[config.mk]
export PLATFORM = sky130hd
export DESIGN_NAME = dilithium
export DESIGN_NICKNAME = d
export VERILOG_FILES = /design/src/rtl/dilithium_pkg.sv /design/src/rtl/dilithium_verify_engine.sv /design/src/rtl/dilithium.sv
export SDC_FILE = /design/constraint.sdc
export NUM_CORES = 1
export LEC_CHECK = 0
export CAP_MARGIN = 20
export CELL_PAD_IN_SITES_DETAIL_PLACEMENT = 0
export CELL_PAD_IN_SITES_GLOBAL_PLACEMENT = 1
export CORE_ASPECT_RATIO = 1.2
export CORE_MARGIN = 3
export CORE_UTILIZATION = 46
export DETAILED_ROUTE_END_ITERATION = 7
export PLACE_DENSITY = 0.93
export SLEW_MARGIN = 20
export SYNTH_ARGS = -nofsm -noshare
export SYNTH_HDL_FRONTEND = slang
export SYNTH_SLANG_ARGS = --single-unit
[constraint.sdc]
create_clock -name clk -period 8.06 [get_ports clk]
set_input_delay 1.209 -clock clk [delete_from_list [all_inputs] [get_ports clk]]
set_output_delay 1.209 -clock clk [all_outputs]
set_load 0.02 [all_outputs]
[src/rtl/dilithium_pkg.sv]
// Shared types and field geometry for the Dilithium verify wrapper.
package dilithium_pkg;

  localparam logic [1:0] KEYGEN_MODE = 2'd0;
  localparam logic [1:0] SIGN_MODE   = 2'd1;
  localparam logic [1:0] VERIFY_MODE = 2'd2;

  // Word counter width; covers the largest field (560 words at W=64).
  localparam int unsigned CNT_W = 16;

  typedef enum logic [3:0] {
    IDLE, LOAD_RHO, LOAD_C, LOAD_Z, LOAD_T1, LOAD_MLEN, LOAD_MSG, LOAD_H,
    WAIT_ENG, OUTPUT
  } state_t;

  typedef enum logic [2:0] {
    TAG_RHO, TAG_C, TAG_Z, TAG_T1, TAG_MLEN, TAG_MSG, TAG_H
  } field_tag_t;

  // Encoded field size in bits; MLEN/MSG are sized at run time.
  function automatic int unsigned field_bits(int unsigned level, field_tag_t tag);
    case (tag)
      TAG_RHO, TAG_C: return 256;
      TAG_Z:          return (level == 5) ? 35840 : (level == 3) ? 25600 : 18432;
      TAG_T1:         return (level == 5) ? 20480 : (level == 3) ? 15360 : 10240;
      TAG_H:          return (level == 5) ? 664   : (level == 3) ? 488   : 672;
      default:        return 0;
    endcase
  endfunction

  function automatic int unsigned field_words(int unsigned level, field_tag_t tag,
                                              int unsigned w);
    return (field_bits(level, tag) + w - 1) / w;
  endfunction

  function automatic field_tag_t state_tag(state_t s);
    case (s)
      LOAD_C:    return TAG_C;
      LOAD_Z:    return TAG_Z;
      LOAD_T1:   return TAG_T1;
      LOAD_MLEN: return TAG_MLEN;
      LOAD_MSG:  return TAG_MSG;
      LOAD_H:    return TAG_H;
      default:   return TAG_RHO;
    endcase
  endfunction

  // Field sequencing differs between the two engine variants.
  function automatic state_t next_state(state_t s, bit hp);
    if (hp) begin
      case (s)
        LOAD_RHO:  return LOAD_C;
        LOAD_C:    return LOAD_Z;
        LOAD_Z:    return LOAD_T1;
        LOAD_T1:   return LOAD_MLEN;
        LOAD_MLEN: return LOAD_MSG;
        LOAD_MSG:  return LOAD_H;
        LOAD_H:    return WAIT_ENG;
        default:   return s;
      endcase
    end else begin
      case (s)
        LOAD_RHO:  return LOAD_T1;
        LOAD_T1:   return LOAD_C;
        LOAD_C:    return LOAD_Z;
        LOAD_Z:    return LOAD_H;
        LOAD_H:    return LOAD_MLEN;
        LOAD_MLEN: return LOAD_MSG;
        LOAD_MSG:  return WAIT_ENG;
        default:   return s;
      endcase
    end
  endfunction

endpackage

[src/rtl/dilithium_verify_engine.sv]
// Verify engine: absorbs tagged field words (pad bits masked off) into a
// parity digest and reports reject when the digest is non-zero.
module dilithium_verify_engine
  import dilithium_pkg::*;
#(
  parameter int HIGH_PERF = 0,
  parameter int SEC_LEVEL = 2,
  parameter int W         = 64
) (
  input  logic       clk,
  input  logic       rst,
  input  logic       start,
  input  logic [W-1:0] word,
  input  field_tag_t tag,
  input  logic       last,
  input  logic       valid,
  output logic       ready,
  output logic       done,
  output logic       reject
);

  typedef enum logic [1:0] {E_IDLE, E_LOAD, E_BUSY} eng_state_t;

  localparam field_tag_t FINAL_TAG = (HIGH_PERF != 0) ? TAG_H : TAG_MSG;

  eng_state_t  est;
  logic [W-1:0] acc, mlen_r, mask;
  logic [W+2:0] msg_bits;
  logic [2:0]   lat;
  int unsigned  r;

  assign ready = (est == E_LOAD);

  // Keep only the leading valid bits of a field's final word.
  always_comb begin
    msg_bits = {mlen_r, 3'b000};
    r        = 0;
    mask     = '1;
    if (last) begin
      if (tag == TAG_MSG) begin
        if (mlen_r == '0) mask = '0;
        else              r = 32'(msg_bits % (W+3)'(W));
      end else begin
        r = field_bits(SEC_LEVEL, tag) % unsigned'(W);
      end
      if (r != 0) mask = {W{1'b1}} << (unsigned'(W) - r);
    end
  end

  // Absorb words, then run a fixed-latency finish and pulse done.
  always_ff @(posedge clk or negedge rst) begin
    if (!rst) begin
      est    <= E_IDLE;
      acc    <= '0;
      mlen_r <= '0;
      lat    <= '0;
      done   <= 1'b0;
      reject <= 1'b0;
    end else begin
      done <= 1'b0;
      case (est)
        E_IDLE: if (start) begin
          est    <= E_LOAD;
          acc    <= '0;
          mlen_r <= '0;
          reject <= 1'b0;
        end
        E_LOAD: if (valid) begin
          acc <= acc ^ (word & mask);
          if (tag == TAG_MLEN) mlen_r <= word;
          if (last && tag == FINAL_TAG) begin
            est <= E_BUSY;
            lat <= '1;
          end
        end
        default: begin
          if (lat == '0) begin
            done   <= 1'b1;
            reject <= |acc;
            est    <= E_IDLE;
          end else begin
            lat <= lat - 1'b1;
          end
        end
      endcase
    end
  end

endmodule

[src/rtl/dilithium.sv]
// Streaming verify wrapper: sequences fields, counts words, returns verdict.
module dilithium
  import dilithium_pkg::*;
#(
  parameter int HIGH_PERF = 0,
  parameter int SEC_LEVEL = 2,
  parameter int W         = 64
) (
  input  logic         clk,
  input  logic         rst,
  input  logic         start,
  input  logic [1:0]   mode,
  input  logic         valid_i,
  output logic         ready_i,
  input  logic [W-1:0] data_i,
  output logic         valid_o,
  input  logic         ready_o,
  output logic [W-1:0] data_o
);

  state_t           state;
  field_tag_t       tag;
  logic [CNT_W-1:0] cnt, msg_words, target;
  logic [W+3:0]     mlen_words;
  logic             in_load, xfer, last, eng_start;
  logic             eng_ready, eng_done, eng_reject;

  // Current field's tag and word budget.
  always_comb begin
    in_load = (state == LOAD_RHO) || (state == LOAD_C)    || (state == LOAD_Z)   ||
              (state == LOAD_T1)  || (state == LOAD_MLEN) || (state == LOAD_MSG) ||
              (state == LOAD_H);
    tag = state_tag(state);
    case (state)
      LOAD_MLEN: target = CNT_W'(1);
      LOAD_MSG:  target = msg_words;
      default:   target = CNT_W'(field_words(SEC_LEVEL, tag, W));
    endcase
    last = (cnt == target - 1'b1);
  end

  assign ready_i    = in_load && eng_ready;
  assign xfer       = valid_i && ready_i;
  assign eng_start  = (state == IDLE) && start && (mode == VERIFY_MODE);
  assign mlen_words = ({1'b0, data_i, 3'b000} + (W+4)'(W-1)) / (W+4)'(W);

  // Controller FSM with word counter and registered result.
  always_ff @(posedge clk or negedge rst) begin
    if (!rst) begin
      state     <= IDLE;
      cnt       <= '0;
      msg_words <= CNT_W'(1);
      valid_o   <= 1'b0;
      data_o    <= '0;
    end else begin
      case (state)
        IDLE: if (eng_start) begin
          state <= LOAD_RHO;
          cnt   <= '0;
        end
        WAIT_ENG: if (eng_done) begin
          state   <= OUTPUT;
          valid_o <= 1'b1;
          data_o  <= {{(W-1){1'b0}}, eng_reject};
        end
        OUTPUT: if (ready_o) begin
          state   <= IDLE;
          valid_o <= 1'b0;
        end
        default: if (xfer) begin
          // Zero-length messages still occupy one (ignored) word.
          if (state == LOAD_MLEN)
            msg_words <= (data_i == '0) ? CNT_W'(1) : CNT_W'(mlen_words);
          if (last) begin
            state <= next_state(state, HIGH_PERF != 0);
            cnt   <= '0;
          end else begin
            cnt <= cnt + 1'b1;
          end
        end
      endcase
    end
  end

  dilithium_verify_engine #(
    .HIGH_PERF(HIGH_PERF),
    .SEC_LEVEL(SEC_LEVEL),
    .W        (W)
  ) u_engine (
    .clk   (clk),
    .rst   (rst),
    .start (eng_start),
    .word  (data_i),
    .tag   (tag),
    .last  (last),
    .valid (valid_i && in_load),
    .ready (eng_ready),
    .done  (eng_done),
    .reject(eng_reject)
  );

endmodule

### Word-level counts from Yosys, hierarchy flattened

Index checks and enable logic that the tools add are counted.

| operators by class | value |
|---|---|
| bitwise logic cells | 6 |
| shifts and indexed selects | 1 |
| multiply operators | 0 |
| $lt $le $gt $ge | 0 |
| mux-type cells | 46 |
| reduce and logical (&&, ||, !) cells | 43 |
| add/sub/neg operators | 7 |
| equal/unequal tests | 26 |
| divide/modulo/power cells | 0 |

Operator list:

| kind | number |
|---|---|
| 64-bit 2-to-1 mux | 8 |
| 64-bit one-hot mux with 2 select lines | 2 |
| 64-bit zero test | 2 |
| 64-bit bitwise AND | 1 |
| 16-bit 2-to-1 mux | 4 |
| 16-bit one-hot mux with 2 select lines | 2 |
| 64-bit OR reduction | 1 |
| 64-bit by 32-bit left shift with 64-bit output, first input constant | 1 |
| 64-bit bitwise XOR | 1 |
| 15-bit one-hot mux with 4 select lines | 1 |
| 32-bit 2-to-1 mux | 1 |
| 32-bit nonzero test | 1 |
| 7-bit by 32-bit subtractor with 32-bit output, first input constant | 1 |
| 4-bit one-hot mux with 7 select lines | 1 |
| 22-bit by 6-bit adder with 22-bit output, second input constant | 1 |
| 22-bit by 7-bit adder with 22-bit output, second input constant | 1 |
| 22-bit 2-to-1 mux | 1 |
| 22-bit by 1-bit subtractor with 22-bit output, second input constant | 1 |
| 4-bit 2-to-1 mux | 5 |
| 3-bit one-hot mux with 6 select lines | 1 |
| 16-bit by 1-bit adder with 16-bit output, second input constant | 1 |
| 16-bit equality test | 1 |
| 4-bit by 3-bit equality test with 1-bit output, second input constant | 4 |
| 16-bit by 1-bit subtractor with 16-bit output, second input constant | 1 |
| 35 further kinds | 85 |

| word-level totals | value |
|---|---|
| RAM bits | 0 |
| memories | 0 |
| ROM bits | 0 |
| bits in latches | 0 |
| bits in registers | 173 |
| logic and storage cells | 140 |
| output and inout bits | 66 |
| input port bits | 71 |

### Depth between registers and ports, before layout

Gate-level depths: netlist of the first run.

| logic depth | value |
|---|---|
| depth in word-level cells | 20 |
| depth in mapped cells | 16 |
| gate-level depth less buffers | 10 |

### Hierarchy

From an unflattened synthesis of the first run, not the netlist that was laid out.

| second synthesis, totals | value |
|---|---|
| cells, all modules | 1,167 |
| area total of the unflattened synthesis | 10,777.8 um2 |

By module, submodules not included:

| module | instances | cells each | seq. area each (um2) | area an instance (um2) |
|---|---|---|---|---|
| dilithium_verify_engine | 1 | 685 | 3,378.2 | 7,015.5 |
| dilithium | 1 | 482 | 952.2 | 3,762.4 |

### Worst setup path before layout of the first run

No wires, ideal clock.

| path | value |
|---|---|
| path kind | register -> register |
| start | register state[3] |
| end | register cnt[1] |
| path buffers | 5 |
| stages on the path, launching flop included | 16 |
| library setup time | 130 ps |
| setup slack | 5,050 ps |
| period minus slack after synthesis | 3,010 ps |
| data arrival time | 2,879 ps |
| data required time | 7,930 ps |
| path through | dfrtp_1 buf_2 nand2b_1 clkbuf_1 or2_1 ha_1 xor2_1 o311ai_0 a2111oi_0 o2111a_1 and4_4 buf_6 or2_1 buf_4 buf_6 o22ai_2 |

| between the ends | value |
|---|---|
| cells in the longest elaborated chain, start to end | 14 |
| elaborated cells between the ends (all ways) | 42 |
| classes of those cells | add/sub (3); eq/ne (15); mux (7); bitwise (1); reduce/logical (16) |

Ends and longest elaborated chain:

| element | line | text |
|---|---|---|
| start, declared | dilithium.sv:21 | `state_t state;` |
| start signal, assigned | dilithium.sv:75 | `state <= next_state(state, HIGH_PERF != 0);` |
| 4-bit by 3-bit equality test with 1-bit output (tied with other cells) | dilithium_pkg.sv:37, dilithium.sv:32 |  |
| 3-bit one-hot mux with 6 select lines | dilithium_pkg.sv:37 | `case (s)` |
| 3-bit by 1-bit equality test with 1-bit output / 3-bit zero test (equally long branches) | dilithium_pkg.sv:22 | `case (tag)` |
| 2-bit OR reduction | dilithium_pkg.sv:22 |  |
| 15-bit one-hot mux with 4 select lines | dilithium_pkg.sv:22 |  |
| 22-bit 2-to-1 mux | dilithium.sv:34 | `case (state)` |
| 22-bit by 7-bit adder with 22-bit output | dilithium_pkg.sv:33 | `return (field_bits(level, tag) + w - 1) / w;` |
| 22-bit by 1-bit subtractor with 22-bit output | dilithium_pkg.sv:33 |  |
| 16-bit one-hot mux with 2 select lines | dilithium.sv:34 |  |
| 16-bit by 1-bit subtractor with 16-bit output | dilithium.sv:39 | `last = (cnt == target - 1'b1);` |
| 16-bit equality test | dilithium.sv:39 |  |
| 16-bit 2-to-1 mux | dilithium.sv:74 | `if (last) begin` |
| 16-bit 2-to-1 mux | dilithium.sv:70 | `default: if (xfer) begin` |
| 16-bit one-hot mux with 2 select lines | dilithium.sv:56 | `case (state)` |
| end signal, assigned | dilithium.sv:78 | `cnt <= cnt + 1'b1;` |
| end, declared | dilithium.sv:23 | `logic [CNT_W-1:0] cnt, msg_words, target;` |

Several ways; a longest one is shown, not always the timed one. The select of a mux whose other input is x is not followed.
A chain may end at the register's enable or synchronous reset.

### Worst setup path after layout of the first run

| path | value |
|---|---|
| start | register state[3] |
| end | register cnt[0] |

The elaborated chain is that of the path after synthesis.

==> metrics, run 1 <==
status=finished clean; largest net degree at the start of global routing=128; number of DRC markers in iteration 0=795; full die area=25010 µm²; Final Max Slew Viols=0; Clk Latency, worst-skew pair=0.45 ns; vias=9000; Hold-fix buffers, CTS=0; DR vias/cell=5.607; wire length per cell=17.57 µm; RSZ-0062 raised after global routing=no; crit share post-route=0.5672; grt ovf=0; Post-synth ARST share=1.000; worst path required time=8.36 ns; Crit. End Element=flop; Placeable Area=22600 µm²; IO Pins=137; Reg clk slew, reported paths=0.08 ns; Synth Area per Inst=8.395 µm²; Placer Congestion=0.9156; antenna-violating nets left=0; Tightest Hold Check Type=reg -> reg; Arr. time, crit path=4.87 ns; Post-synth EDFFs=0; power per cell area=222.3 nW/µm²; Row Count=60; fraction of layout cells with a size suffix above 1=0.04788; max-cap viol count=0; total track usage=0.2234; Unique masters post-synth=77; vias in the first global route=8449; worst path cell trace=and4bb_1, and3_1, nand4_1, a221o_1, nor4_1, and4_4, or2_1, o21ai_0; post-CTS setup buffers=0; number of detailed-route iterations in the first pass=5; Synth Instances=1268; Clock Sinks=173; register area share after synthesis=0.4068; worst slew pin tran=0.9970 ns; Routed WL=28200 µm; Critical Path Start Type=flop; hpwl dp=19850 µm; CTS tree=built; Leak Pwr=4.924 nW; Max Root-Sink Buffers=2; VDD IR-drop max=0.1297 mV; most frequent cells in the layout=nand2_1 (298), dfrtp_1 (172), o21ai_0 (87); setup TNS=0 ns; diode count=0; Crit-path slowest cell=and4bb_1; initial core utilization=0.4711; Die Ht=172.6 µm; Fin Clk Skew=0.01917 ns; Cell Area, Synth=10650 µm²; Die X=144.9 µm; Rel. slew slack=0.3353; area grow syn2layout=11.15%; post-CTS resize count=0; Final Cell Area=11830 µm²; Hold Vio Cnt, Final=0; Nets=1360; WP buf/inv=0; CTS Root Cell=clkbuf_16; crit-path leading delay family=simple AND/OR/NAND/NOR gates; commonest non-fill, non-tap cell in the layout=nand2_1; Synth Flop Type=dfrtp_1; CP Max Fanout=73; # DRC=0; slowest stage delay, CP=0.88 ns; IO Port Bufs=73; total CTS buffers=17; H-tree depth=4; Final setup violation count=0; Min Clock Period, post-route=4.571 ns; placed cell areas=11210 µm²; fill cell count=2115; Crit Path Class=reg -> reg; #FFs+latches synth=173; Synth warnings=0; first-pass GRT wire length=44660 µm; antenna violations before repair=0; achievable clock frequency=218.7 MHz
==> final cells by class <==
cell class	count	area [µm²]	share of cell area
Clock inverter	15	193.9	0.01639
Sequential cell	173	4330	0.3660
Clock buffer	17	425.4	0.03595
Timing Repair Buffer	79	780.7	0.06598
Inverter	16	60.06	0.005076
Multi-Input combinational cell	995	5654	0.4778
Tap cell	310	387.9	0.03278
==> state kept, by name, summed over array words and instances (netlist names) <==
register	cells
cnt	16
data_o	1
msg_words	16
state	4
u_engine.acc	64
u_engine.done	1
u_engine.est	2
u_engine.lat	3
u_engine.mlen_r	64
u_engine.reject	1
valid_o	1
==> synthesized netlist by cell type (all sizes together) (3+ instances only) <==
master	n	area (µm²)
o31ai	4	30.03
and4	8	72.57
xnor2	21	183.9
nor4bb	3	30.03
dfrtp	172	4304
nand2	299	1125
mux2i	66	660.6
and3	4	25.02
o21ai	88	440.4
clkbuf	56	210.2
ha	7	87.58
nor3b	3	22.52
and2	4	25.02
buf	90	646.9
a211o	3	26.28
nand3	21	105.1
o21a	3	22.52
a2111oi	3	26.28
a31oi	6	37.54
o22ai	8	56.30
a21oi	96	514.3
nand2b	75	469.2
nor2	30	112.6
nor2b	10	62.56
a211oi	5	37.54
or2	3	18.77
o22a	3	26.28
nor4	54	344.1
xor2	21	183.9
nand4	21	131.4
or4	3	22.52
nor3	13	70.07
or3	5	31.28
o21bai	4	30.03
inv	16	60.06
nor4b	3	26.28
==> metal layers <==
metal / part of all wire / up-vias / GRT usage / routed length, µm
li1: - / 4296 / - / -
met1: 0.43 / 4374 / 0.2994 / 12070
met2: 0.50 / 283 / 0.3669 / 13990
met3: 0.050 / 47 / 0.03402 / 1409
met4: 0.026 / 0 / 0.07621 / 725
met5: 0 / - / 0 / 0
==> worst min-delay path: cells and delay by family, from the launching register on <==
kind | cells | cell delay, ns
DFF | 1 | 0.35
AOI/OAI and AO/OA | 1 | 0.06
and+or+nand+nor | 1 | 0.05
==> through the flow <==
| step | hold slack, ns | util | std cells | total power (W) | setup WS [ns] |
|---|---|---|---|---|---|
| floorplan | 0.4401 | - | 1330 | 0.001619 | 5.050 |
| global placement | 0.4620 | 0.4961 | 1573 | 0.001758 | 3.616 |
| detailed placement | 0.4719 | 0.4961 | 1573 | 0.001799 | 3.527 |
| CTS | 0.4879 | 0.5235 | 1605 | 0.002646 | 3.555 |
| global route | 0.5080 | 0.5236 | 1605 | 0.002780 | 3.104 |
| finish | 0.4820 | 0.5236 | 1605 | 0.002631 | 3.489 |
==> cells by family (layout without fill, tap and decap cells) <==
group / Yosys count / count (layout) / synth area share
flip-flops: 173 / 173 / 0.4068
buffers and inverters: 162 / 127 / 0.08615
multiplexers: 67 / 67 / 0.06312
adder cells (fa/ha/maj): 7 / 7 / 0.008227
AO/OA/AOI/OAI: 250 / 250 / 0.1416
XOR/XNOR: 42 / 42 / 0.03456
other: 1 / 63 / 0.0003523
AND/OR/NAND/NOR: 566 / 566 / 0.2592
==> path summary, 6_finish.rpt <==
path / startpoint / to / depth (start not counted) / slack (ns)
min in group asynchronous: rst / u_engine.mlen_r[3] / 1 / 0.89
setup reg to reg: state[3] / cnt[0] / 8 / 3.49
setup / recovery: state[3] / cnt[0] / 8 / 3.49
max in group asynchronous: rst / u_engine.acc[8] / 2 / 5.65
hold reg to reg: u_engine.mlen_r[56] / u_engine.mlen_r[56] / 2 / 0.48
hold / removal: u_engine.mlen_r[56] / u_engine.mlen_r[56] / 2 / 0.48
==> where the power goes <==
part	leakage [nW]	total, W	internal (W)	switching, W
clock	0.299	0.000843	0.000424	0.000419
combinational	2.38	0.000586	0.000272	0.000314
sequential	2.24	0.00120	0.00105	0.000153
Power figures use the tool's default switching activity.
==> inputs of run 2 (changes only) <==
CORE_UTILIZATION = 38   (was 46)
PLACE_DENSITY = 0.83   (was 0.93)
clock period = 3.75 ns   (was 8.06 ns; I/O delays follow)
==> run 2 against run 1 <==
Against the previous run: first-iteration DRC count decreased by 23%; clock skew decreased by 0.0019 ns; utilization decreased by 7.7 points; setup slack got worse by 3.2 ns; worst hold slack got worse by 0.29 ns; final area increased by 3.2%; largest cell class unchanged; cell count increased by 5.9%; power increased by 110%.
==> metrics, run 2 (same netlist as run 1, synthesis figures left out) <==
status=finished clean; full die area=30070 µm² (+20%); post-CTS setup buffers=0 (unchanged); largest net degree at the start of global routing=128 (unchanged); diode count=0 (unchanged); final core utilization=0.4469 (-0.07670); Clock Sinks=173 (unchanged); Leak Pwr=5.096 nW (+3.5%); Setup WS post-layout=0.3244 ns (-3.164 ns); Min Clock Period, post-route=3.426 ns (-1.146 ns); register area=4330 µm² (unchanged); Fin Clk Skew=0.01723 ns (-0.001940 ns); setup TNS=0 ns (unchanged); RSZ-0062 raised after global routing=no; max-cap viol count=0 (unchanged); IO Pins=137 (unchanged); Crit Path Class=reg -> reg; Clk Latency, worst-skew pair=0.45 ns (about the same); Comb power frac=0.226 (+0.003); CTS Root Cell=clkbuf_16; commonest non-fill, non-tap cell in the layout=nand2_1; post-CTS resize count=0 (unchanged); grt ovf=0 (unchanged); Reg clk slew, reported paths=0.07 ns (about the same); worst path cell trace=buf_4, and3b_1, o21ai_1, and4_1, nor3_1, a2111oi_0, and4_4, or2_1, buf_4, o21ai_0; total CTS buffers=17 (unchanged); setup slack at placement=0.3488 ns (-3.178 ns); vias=9001 (+0.011%); Post-Layout Cell Count=1700 (+5.9%); Internal=0.003751 W (+120%); total track usage=0.1959 (-0.02751); Largest regs=u_engine.acc: 64 flops, u_engine.mlen_r: 64 flops; startpoint of the worst setup timing path=state[0]; Hold Vio Cnt, Final=0 (unchanged); number of DRC markers in iteration 0=612 (-23%); RR Endpoint=cnt[0]; IO Port Bufs=73 (unchanged); vias in the first global route=8821 (+4.4%); Die Ht=189.3 µm (+9.7%); Placer Congestion=0.9037 (-1.3%); crit share post-route=0.9135 (+0.3463); sequential fraction of design power=0.456 (about the same); R2R setup slack=0.32 ns (-3.16 ns); number of detailed-route iterations in the first pass=5 (unchanged); Final setup violation count=0 (unchanged); Sw Share=0.3367 (about the same); H-tree depth=4 (unchanged); power per cell area=462.8 nW/µm² (+110%); worst path required time=4.06 ns (-4.30 ns); antenna violations before repair=0 (unchanged); area grow syn2layout=14.76%; antenna-violating nets left=0 (unchanged); Max Root-Sink Buffers=2 (unchanged); CP Max Fanout=15 (-79%); Final Max Slew Viols=0 (unchanged); Hold-fix buffers, CTS=0 (unchanged); most frequent cells in the layout=nand2_1 (298), dfrtp_1 (172), o21ai_0 (87); first-pass GRT wire length=47590 µm (+6.6%); Critical Path Start Type=flop; clock share of power=0.318 (-0.002); fill cell count=2753 (+30%); Crit. End Element=flop; Crit-path slowest cell=dfrtp_1; Row Count=66 (+10%); R2R depth=10 (+2); Arr. time, crit path=3.74 ns (-1.13 ns); Tightest Hold Check Type=in -> async; hpwl dp=21240 µm (+7.0%); Nets=1391 (+2.3%); worst slew pin tran=0.8073 ns (-0.1897 ns); # DRC=0 (unchanged); achievable clock frequency=291.9 MHz (+33%); wire length per cell=17.27 µm (-1.7%); Placeable Area=27330 µm² (+21%); P_sw=0.001904 W (+110%); DP Cell Count=1667 (+6.0%); Routed WL=29350 µm (+4.1%); slowest stage delay, CP=0.53 ns (-0.35 ns); fraction of layout cells with a size suffix above 1=0.07014 (+0.02226); CTS tree=built; Die X=158.8 µm (+9.6%); Rel. slew slack=0.4569 (+0.1215); DR vias/cell=5.295 (-5.6%); crit-path most repeated cell=buf_4; reg-to-reg startpoint=state[0]; VDD IR-drop max=0.3411 mV (+160%); initial core utilization=0.3895 (-0.08164); area of the multi-input gates=5654 µm² (unchanged)
-- run 2: cell count changes in the layout (fill, tap and decap cells not counted), sizes merged --
cell	before	now
inv	22	23
buf	7	38
clkinv	9	7
clkinvlp	0	1
-- run 2: final cells by class --
type,count,share of cell area
inverter,16,0.004916
clock buffer,17,0.03482
sequential,173,0.3545
multi-input combinational,995,0.4628
timing repair buffer,110,0.09043
clock inverter,15,0.01424
tap,374,0.03830
-- run 2: how the worst max path moves through the flow --
stage | to | cells past startpoint
floorplan | cnt[1] | 15
global placement | cnt[0] | 10
detailed placement | cnt[0] | 10
CTS | cnt[0] | 12
global route | cnt[15] | 10
finish | cnt[0] | 10
-- run 2: power by group through the flow --
stage	clock (W)	sequential [W]	combinational [W]
after global placement	0	0.00259	0.00123
final	0.00180	0.00258	0.00128
after floorplan	0	0.00249	0.000988
after global routing	0.00192	0.00264	0.00145
after CTS	0.00184	0.00257	0.00129
after detailed placement	0	0.00261	0.00128
-- run 2: per-layer routing --
metal  up-vias  wire length, µm  global-route usage
li1       4361                -                   -
met4         0              492             0.05288
met1      4384            13090              0.2557
met2       219            14590              0.3395
met3        37             1175             0.03107
met5         -                0                   0
-- run 2: stage by stage --
stage | hold WS [ns] | instance area, µm² | power (W)
6_report | 0.1880 | 12220 | 0.005654
5_1_grt | 0.2429 | 12220 | 0.006000
4_1_cts | 0.2038 | 12190 | 0.005696
3_5_place_dp | 0.4705 | 11590 | 0.003888
3_3_place_gp | 0.4597 | 11590 | 0.003817
2_1_floorplan | 0.2669 | 10880 | 0.003479
-- run 2: worst max-delay path, delay by kind of cell, from the launching register on --
family | cells | cell delay [ns]
compound gates | 3 | 0.95
buf+inv | 2 | 0.51
flops | 1 | 0.53
simple gates | 5 | 1.33
